===== config.mk =====
export PLATFORM = sky130hd
export DESIGN_NAME = sponge_ctrl_flat
export DESIGN_NICKNAME = d
export VERILOG_FILES = /design/src/rtl/sponge_pkg.sv /design/src/rtl/sponge_ctrl_if.sv /design/src/rtl/sponge_len_counter.sv /design/src/rtl/sponge_ctrl.sv /design/src/flat_wrapper.sv
export SDC_FILE = /design/constraint.sdc
export NUM_CORES = 1
export LEC_CHECK = 0
export BUFFER_PORTS_ARGS = -buffer_cell sky130_fd_sc_hd__buf_2
export CAP_MARGIN = 20
export CORE_UTILIZATION = 53
export DETAILED_ROUTE_END_ITERATION = 10
export GPL_TIMING_DRIVEN = 1
export HOLD_SLACK_MARGIN = 0.06
export MAX_ROUTING_LAYER = met4
export PLACE_DENSITY = 0.85
export SKIP_CTS_REPAIR_TIMING = 1
export SYNTH_ARGS = -nofsm -noshare
export SYNTH_HDL_FRONTEND = slang
export SYNTH_SLANG_ARGS = --single-unit

===== constraint.sdc =====
create_clock -name clk -period 5.3 [get_ports clk]
set_input_delay 1.325 -clock clk [delete_from_list [all_inputs] [get_ports clk]]
set_output_delay 1.325 -clock clk [all_outputs]
set_load 0.1 [all_outputs]

===== src/rtl/sponge_pkg.sv =====
// Shared constants and FSM state type for the sponge sequencer.
package sponge_pkg;

    localparam int RATE_WIDTH     = 32;
    localparam int REMAINWIDTH    = 20;
    localparam int ROUND_W        = 4;
    localparam int ROUNDS_A       = 12;
    localparam int ROUNDS_B       = 6;

    // Watchdog limit for a permutation, as a multiple of the long round count.
    localparam int TIMEOUT_MULT   = 4;
    localparam int TIMEOUT_CYCLES = TIMEOUT_MULT * ROUNDS_A;
    localparam int WD_W           = $clog2(TIMEOUT_CYCLES);

    typedef enum logic [3:0] {
        S_IDLE,
        S_INIT,
        S_WAIT_I,
        S_ABSORB,
        S_XOR,
        S_PERM_B,
        S_WAIT_B,
        S_FINAL,
        S_WAIT_F,
        S_SQUEEZE,
        S_SQ_PERM,
        S_SQ_WAIT,
        S_DONE
    } state_t;

endpackage


===== src/rtl/sponge_ctrl_if.sv =====
// Bundle of message, permutation and squeeze signals around the sponge sequencer.
// Optional err output exists only when SPONGE_PERM_TIMEOUT_EN is defined.
interface sponge_ctrl_if;
    import sponge_pkg::*;

    logic                   start;
    logic [REMAINWIDTH-1:0] out_len;
    logic                   msg_valid;
    logic [RATE_WIDTH-1:0]  msg_data;
    logic                   msg_last;
    logic                   msg_ready;
    logic                   init_load;
    logic                   rate_xor;
    logic [RATE_WIDTH-1:0]  rate_data;
    logic                   perm_start;
    logic [ROUND_W-1:0]     perm_rounds;
    logic                   perm_done;
    logic [RATE_WIDTH-1:0]  state_rate;
    logic                   sq_valid;
    logic [RATE_WIDTH-1:0]  sq_data;
    logic                   sq_last;
    logic                   sq_ready;
    logic                   busy;
    logic                   done;
`ifdef SPONGE_PERM_TIMEOUT_EN
    logic                   err;
`endif

    // Controller view.
    modport master (
`ifdef SPONGE_PERM_TIMEOUT_EN
        output err,
`endif
        input  start, out_len, msg_valid, msg_data, msg_last,
        input  perm_done, state_rate, sq_ready,
        output msg_ready, init_load, rate_xor, rate_data,
        output perm_start, perm_rounds,
        output sq_valid, sq_data, sq_last, busy, done
    );

    // Requester / datapath / consumer view.
    modport slave (
`ifdef SPONGE_PERM_TIMEOUT_EN
        input  err,
`endif
        output start, out_len, msg_valid, msg_data, msg_last,
        output perm_done, state_rate, sq_ready,
        input  msg_ready, init_load, rate_xor, rate_data,
        input  perm_start, perm_rounds,
        input  sq_valid, sq_data, sq_last, busy, done
    );

endinterface


===== src/rtl/sponge_len_counter.sv =====
// Remaining-output-length counter: load, saturating decrement by one rate word.
module sponge_len_counter
    import sponge_pkg::*;
(
    input  logic                   clk,
    input  logic                   reset_n,
    input  logic                   load,
    input  logic [REMAINWIDTH-1:0] load_val,
    input  logic                   dec,
    output logic [REMAINWIDTH-1:0] remaining,
    output logic                   is_last,
    output logic                   is_zero
);

    localparam logic [REMAINWIDTH-1:0] STEP = REMAINWIDTH'(RATE_WIDTH);

    // Load on new hash, otherwise subtract one word and clamp at zero.
    always_ff @(posedge clk or negedge reset_n) begin
        if (!reset_n) begin
            remaining <= '0;
        end else if (load) begin
            remaining <= load_val;
        end else if (dec) begin
            remaining <= (remaining > STEP) ? remaining - STEP : '0;
        end
    end

    assign is_last = (remaining <= STEP);
    assign is_zero = (remaining == '0);

endmodule


===== src/rtl/sponge_ctrl.sv =====
// Sponge sequencer: IV load, absorb, permutation scheduling and squeeze.
// All handshake/strobe outputs are registered from the next-state decode.
// Optional watchdog: SPONGE_PERM_TIMEOUT_EN.
module sponge_ctrl
    import sponge_pkg::*;
(
    input logic           clk,
    input logic           reset_n,
    sponge_ctrl_if.master bus
);

    state_t                 state;
    state_t                 state_next;
    logic                   perm_issue;
    logic [ROUND_W-1:0]     rounds_sel;
    logic                   msg_fire;
    logic                   sq_fire;
    logic                   len_load;
    logic                   last_q;
    logic [REMAINWIDTH-1:0] remaining;
    logic                   rem_last;
    logic                   rem_zero;
    logic                   timeout;

    assign msg_fire = (state == S_ABSORB) && bus.msg_valid && bus.msg_ready;
    assign sq_fire  = (state == S_SQUEEZE) && bus.sq_valid && bus.sq_ready;
    assign len_load = (state == S_IDLE) && bus.start;

    sponge_len_counter u_len (
        .clk      (clk),
        .reset_n  (reset_n),
        .load     (len_load),
        .load_val (bus.out_len),
        .dec      (sq_fire),
        .remaining(remaining),
        .is_last  (rem_last),
        .is_zero  (rem_zero)
    );

`ifdef SPONGE_PERM_TIMEOUT_EN
    logic [WD_W-1:0] wd_cnt;
    logic            in_wait;

    assign in_wait = (state == S_WAIT_I) || (state == S_WAIT_B) ||
                     (state == S_WAIT_F) || (state == S_SQ_WAIT);
    assign timeout = in_wait && !bus.perm_done && (wd_cnt == WD_W'(TIMEOUT_CYCLES - 1));

    // Count cycles spent waiting for the current permutation.
    always_ff @(posedge clk or negedge reset_n) begin
        if (!reset_n) begin
            wd_cnt <= '0;
        end else if (!in_wait || bus.perm_done) begin
            wd_cnt <= '0;
        end else begin
            wd_cnt <= wd_cnt + 1'b1;
        end
    end

    // Sticky error flag, cleared by the next accepted start.
    always_ff @(posedge clk or negedge reset_n) begin
        if (!reset_n) begin
            bus.err <= 1'b0;
        end else if (len_load) begin
            bus.err <= 1'b0;
        end else if (timeout) begin
            bus.err <= 1'b1;
        end
    end
`else
    assign timeout = 1'b0;
`endif

    // State register.
    always_ff @(posedge clk or negedge reset_n) begin
        if (!reset_n) begin
            state <= S_IDLE;
        end else begin
            state <= state_next;
        end
    end

    // Next-state decode and permutation request selection.
    always_comb begin
        state_next = state;
        perm_issue = 1'b0;
        rounds_sel = bus.perm_rounds;
        case (state)
            S_IDLE:    if (bus.start) state_next = S_INIT;
            S_INIT: begin
                state_next = S_WAIT_I;
                perm_issue = 1'b1;
                rounds_sel = ROUND_W'(ROUNDS_A);
            end
            S_WAIT_I:  if (bus.perm_done) state_next = S_ABSORB;
            S_ABSORB:  if (msg_fire) state_next = S_XOR;
            S_XOR:     state_next = last_q ? S_FINAL : S_PERM_B;
            S_PERM_B: begin
                state_next = S_WAIT_B;
                perm_issue = 1'b1;
                rounds_sel = ROUND_W'(ROUNDS_B);
            end
            S_WAIT_B:  if (bus.perm_done) state_next = S_ABSORB;
            S_FINAL: begin
                state_next = S_WAIT_F;
                perm_issue = 1'b1;
                rounds_sel = ROUND_W'(ROUNDS_A);
            end
            S_WAIT_F:  if (bus.perm_done) state_next = rem_zero ? S_DONE : S_SQUEEZE;
            S_SQUEEZE: if (sq_fire) state_next = bus.sq_last ? S_DONE : S_SQ_PERM;
            S_SQ_PERM: begin
                state_next = S_SQ_WAIT;
                perm_issue = 1'b1;
                rounds_sel = ROUND_W'(ROUNDS_B);
            end
            S_SQ_WAIT: if (bus.perm_done) state_next = S_SQUEEZE;
            S_DONE:    state_next = S_IDLE;
            default:   state_next = S_IDLE;
        endcase
        if (timeout) state_next = S_IDLE;
    end

    // Registered outputs: strobes follow the state being entered.
    always_ff @(posedge clk or negedge reset_n) begin
        if (!reset_n) begin
            bus.msg_ready   <= 1'b0;
            bus.init_load   <= 1'b0;
            bus.rate_xor    <= 1'b0;
            bus.rate_data   <= '0;
            bus.perm_start  <= 1'b0;
            bus.perm_rounds <= '0;
            bus.sq_valid    <= 1'b0;
            bus.sq_data     <= '0;
            bus.sq_last     <= 1'b0;
            bus.busy        <= 1'b0;
            bus.done        <= 1'b0;
            last_q          <= 1'b0;
        end else begin
            bus.msg_ready  <= (state_next == S_ABSORB);
            bus.init_load  <= len_load;
            bus.rate_xor   <= (state_next == S_XOR);
            bus.perm_start <= perm_issue;
            bus.sq_valid   <= (state_next == S_SQUEEZE);
            bus.busy       <= (state_next != S_IDLE);
            bus.done       <= (state_next == S_DONE);
            if (perm_issue) begin
                bus.perm_rounds <= rounds_sel;
            end
            if (msg_fire) begin
                bus.rate_data <= bus.msg_data;
                last_q        <= bus.msg_last;
            end
            // Capture the rate once on entry so the word stays stable under backpressure.
            if ((state_next == S_SQUEEZE) && (state != S_SQUEEZE)) begin
                bus.sq_data <= bus.state_rate;
                bus.sq_last <= rem_last;
            end else if (state_next != S_SQUEEZE) begin
                bus.sq_last <= 1'b0;
            end
        end
    end

endmodule


===== src/flat_wrapper.sv =====
// flat-port wrapper written by rule: the top's interface ports become plain ports
module sponge_ctrl_flat import sponge_pkg::*;
  (clk, reset_n, bus_start, bus_out_len, bus_msg_valid, bus_msg_data, bus_msg_last, bus_perm_done, bus_state_rate, bus_sq_ready, bus_msg_ready, bus_init_load, bus_rate_xor, bus_rate_data, bus_perm_start, bus_perm_rounds, bus_sq_valid, bus_sq_data, bus_sq_last, bus_busy, bus_done);
  sponge_ctrl_if bus_i ();
  input logic clk;
  input logic reset_n;
  input wire logic [$bits(bus_i.start)-1:0] bus_start;
  input wire logic [$bits(bus_i.out_len)-1:0] bus_out_len;
  input wire logic [$bits(bus_i.msg_valid)-1:0] bus_msg_valid;
  input wire logic [$bits(bus_i.msg_data)-1:0] bus_msg_data;
  input wire logic [$bits(bus_i.msg_last)-1:0] bus_msg_last;
  input wire logic [$bits(bus_i.perm_done)-1:0] bus_perm_done;
  input wire logic [$bits(bus_i.state_rate)-1:0] bus_state_rate;
  input wire logic [$bits(bus_i.sq_ready)-1:0] bus_sq_ready;
  output wire logic [$bits(bus_i.msg_ready)-1:0] bus_msg_ready;
  output wire logic [$bits(bus_i.init_load)-1:0] bus_init_load;
  output wire logic [$bits(bus_i.rate_xor)-1:0] bus_rate_xor;
  output wire logic [$bits(bus_i.rate_data)-1:0] bus_rate_data;
  output wire logic [$bits(bus_i.perm_start)-1:0] bus_perm_start;
  output wire logic [$bits(bus_i.perm_rounds)-1:0] bus_perm_rounds;
  output wire logic [$bits(bus_i.sq_valid)-1:0] bus_sq_valid;
  output wire logic [$bits(bus_i.sq_data)-1:0] bus_sq_data;
  output wire logic [$bits(bus_i.sq_last)-1:0] bus_sq_last;
  output wire logic [$bits(bus_i.busy)-1:0] bus_busy;
  output wire logic [$bits(bus_i.done)-1:0] bus_done;
  assign bus_i.start = bus_start;
  assign bus_i.out_len = bus_out_len;
  assign bus_i.msg_valid = bus_msg_valid;
  assign bus_i.msg_data = bus_msg_data;
  assign bus_i.msg_last = bus_msg_last;
  assign bus_i.perm_done = bus_perm_done;
  assign bus_i.state_rate = bus_state_rate;
  assign bus_i.sq_ready = bus_sq_ready;
  assign bus_msg_ready = bus_i.msg_ready;
  assign bus_init_load = bus_i.init_load;
  assign bus_rate_xor = bus_i.rate_xor;
  assign bus_rate_data = bus_i.rate_data;
  assign bus_perm_start = bus_i.perm_start;
  assign bus_perm_rounds = bus_i.perm_rounds;
  assign bus_sq_valid = bus_i.sq_valid;
  assign bus_sq_data = bus_i.sq_data;
  assign bus_sq_last = bus_i.sq_last;
  assign bus_busy = bus_i.busy;
  assign bus_done = bus_i.done;
  sponge_ctrl u_core (.clk(clk), .reset_n(reset_n), .bus(bus_i));
endmodule

==> impl_metrics.ini <==
[synthesis]
count_of_distinct_cell_types_in_the_synthesized_netlist = 52
synth_seq_cells = 100
synth_async_sr_flop_share_pct = 100
synth_area_per_cell_sq_um = 13.0
yosys_warnings = 0
netlist_instances = 337
syn_area_sq_um = 4390
synth.yosys.seq_area_share_pct = 57.0
synth_flop_cell = dfrtp_1
synth.net_count = 429
synth_edf_count = 0

[drt]
detailed_routing_iterations_pass_1 = 4
ant_nets = 0
wl_per_cell_um = 16.0
post_drt_via_cell_ratio = 5.38
totalWireLength_um = 9740
detail_route.drc_violations = 0
drt_first_iter_violations = 177
via_count = 3268

[cts]
max-clock-path-buffers = 2
clk-insertion-delay-late_ns = 0.37
tritoncts = built
cts_buf_count = 9
cts.htree.levels = 3
cts.reportedPaths.clkPinSlew_ns = 0.09
cts.sinks = 100
cts_root_buf = clkbuf_8

[setup_path]
critical_path.startpoint = bus_start
endpoint_kind = flip-flop
critical_path.top_delay_family = simple AND/OR/NAND/NOR gates
cp_required_ns = 5.54
critical-path-slowest-cell = nor2_4
ff2ff_path_depth = 7
worst_setup_path_start_kind = primary input
timing_worst_setup_path_type = in2reg
timing.rr.start = u_core.state[0]
worstSetupEndpoint = u_core.bus.sq_data[10]
timing.critical_path.fanout_max = 21
stages_on_the_worst_setup_path = 8
r2r_slack_ns = 2.39
cp_slowest_stage_delay_ns = 0.66
timing.critical_path.cells = buf_2 -> nor3_1 -> or4_1 -> nand3_1 -> o211ai_2 -> nor2_4 -> buf_4 -> mux2_4
rr_endpoint = u_core.bus.sq_data[10]
worstPathBufferInverterCount = 2
critical_path_arrival_ns = 3.57

[worst_hold_path]
hp-class = reg2reg
hold_depth = 1

[timing]
finalHoldViolations = 0
final_max_slew_viol_count = 0
fin_crit_sh_pct = 62.8
worst_pin_slew_ns = 0.781
finalSetupTns_ns = 0
setup_violators_final = 0
setup_repair_after_global_routing_missed_its_margin = false
slew-limit-headroom_pct = 47.8
skew_ns = 0.0157
fin_hold_ws_ns = 0.483
maxClockFrequency_mhz = 301
min_period_ns = 3.33

[grt]
global_route.usage.total_pct = 24.3
grt-ovfl-total = 0
grt_max_degree = 64
grt_pass1_vias = 3320
grt_antenna_before_repair = 0
grt_pass1_wl_um = 15500

[floorplan]
standard_cell_core_area_sq_um = 7850
die_w_um = 93.0
die_height_um = 93.0
initial_utilization_pct = 55.9
floorplan.die_area_sq_um = 8650
floorplan.rows = 32
io-pin-count = 167

[layout]
nets = 592
mostFrequentLayoutCells = buf_2 (164), dfrtp_1 (100), mux2_2 (35)
n_antenna_cell = 0
final_core_utilization_pct = 69.7
layout.cells.non_filler = 607
layout_commonest_cell = buf_2
fraction_of_layout_instances_using_a_drive_strength_above_1_pct = 51.5
area_growth_pct = 24.7

[placed_design]
placed_cells = 591
gp_routability_congestion = 0.911
numPortBuffers = 165
hpwlAfterDp_um = 7190

[run]
max_cap_violations = 0

[outcome]
run_status = finished, final reports clean
[how the worst min path moves through the flow]
stage | slack (ns) | start | end
after floorplan | 0.46 | u_core.u_len.remaining[4] | u_core.u_len.remaining[4]
final | 0.48 | u_core.bus.perm_rounds[2] | u_core.bus.perm_rounds[2]
after detailed placement | 0.46 | u_core.bus.perm_rounds[2] | u_core.bus.perm_rounds[2]
after global placement | 0.45 | u_core.bus.perm_rounds[2] | u_core.bus.perm_rounds[2]
after global routing | 0.52 | u_core.bus.perm_rounds[2] | u_core.bus.perm_rounds[2]
after CTS | 0.48 | u_core.bus.perm_rounds[2] | u_core.bus.perm_rounds[2]
[kinds of logic after synthesis]
logic type	Yosys count	share of synthesized area, %
xor+xnor	8	1.60
fa+ha+maj	1	0.285
simple gates	88	10.9
flops	100	57.0
buf+inv	23	2.68
other cells	1	0.0855
compound gates	51	8.13
mux	65	19.2
[cell usage after synthesis, types with 2 or more instances]
cell type,instances,area [sq um]
a211oi_1,5,37.5
a21boi_0,2,15.0
a21oi_1,12,60.1
a221oi_1,2,17.5
a22o_1,7,61.3
and3_1,2,12.5
buf_2,4,20.0
buf_6,3,33.8
clkbuf_1,8,30.0
dfrtp_1,100,2500
inv_1,6,22.5
mux2_2,35,394
mux2_4,30,450
nand2_1,21,78.8
nand3_1,5,25.0
nor2_1,23,86.3
nor2b_1,5,31.3
nor3_1,6,30.0
nor4_1,4,25.0
o21a_1,2,15.0
o21ai_0,10,50.1
or2_2,2,12.5
or4_1,8,60.1
xnor2_1,3,26.3
xor2_1,5,43.8
[worst reg2reg max path, stage by stage (launching register included)]
cell,delay [ns]
dfrtp_1,0.59
nor2b_1,0.14
and3_1,0.24
a32oi_2,0.25
o211ai_2,0.19
nor2_4,0.66
buf_4,0.39
mux2_4,0.33
[state kept, by name, indices dropped and copies added, names as in the netlist]
name	flops
u_core.bus.busy	1
u_core.bus.done	1
u_core.bus.init_load	1
u_core.bus.msg_ready	1
u_core.bus.perm_rounds	3
u_core.bus.perm_start	1
u_core.bus.rate_data	32
u_core.bus.rate_xor	1
u_core.bus.sq_data	32
u_core.bus.sq_last	1
u_core.bus.sq_valid	1
u_core.last_q	1
u_core.state	4
u_core.u_len.remaining	20
[stage by stage]
| step | cell area [sq um] | setup slack [ns] |
|---|---|---|
| CTS | 5470 | 2.01 |
| finish | 5470 | 1.97 |
| global route | 5470 | 1.87 |
| floorplan | 4390 | 2.45 |
| global placement | 5280 | 1.64 |
| detailed placement | 5280 | 1.62 |
[metal layers]
metal / global-route usage (%) / wire, um / up-vias
met2: 37.5 / 4700 / 139
met3: 5.12 / 547 / 15
met1: 31.6 / 4320 / 1578
li1: - / - / 1536
met4: 10.1 / 174 / 0
met5: - / 0 / -
[cell type report]
cell class	instances	area, sq um
well taps	102	128
fillers	590	2380
clock buffers	11	141
clock inverters	5	45.0
flip-flops and latches	100	2500
inverters	7	26.3
multi-input cells	214	1780
repair buffers	168	851
Power is left out: the tool's default activity adds up to more than one toggle a clock period on the data nets, which glitch-free logic cannot reach.
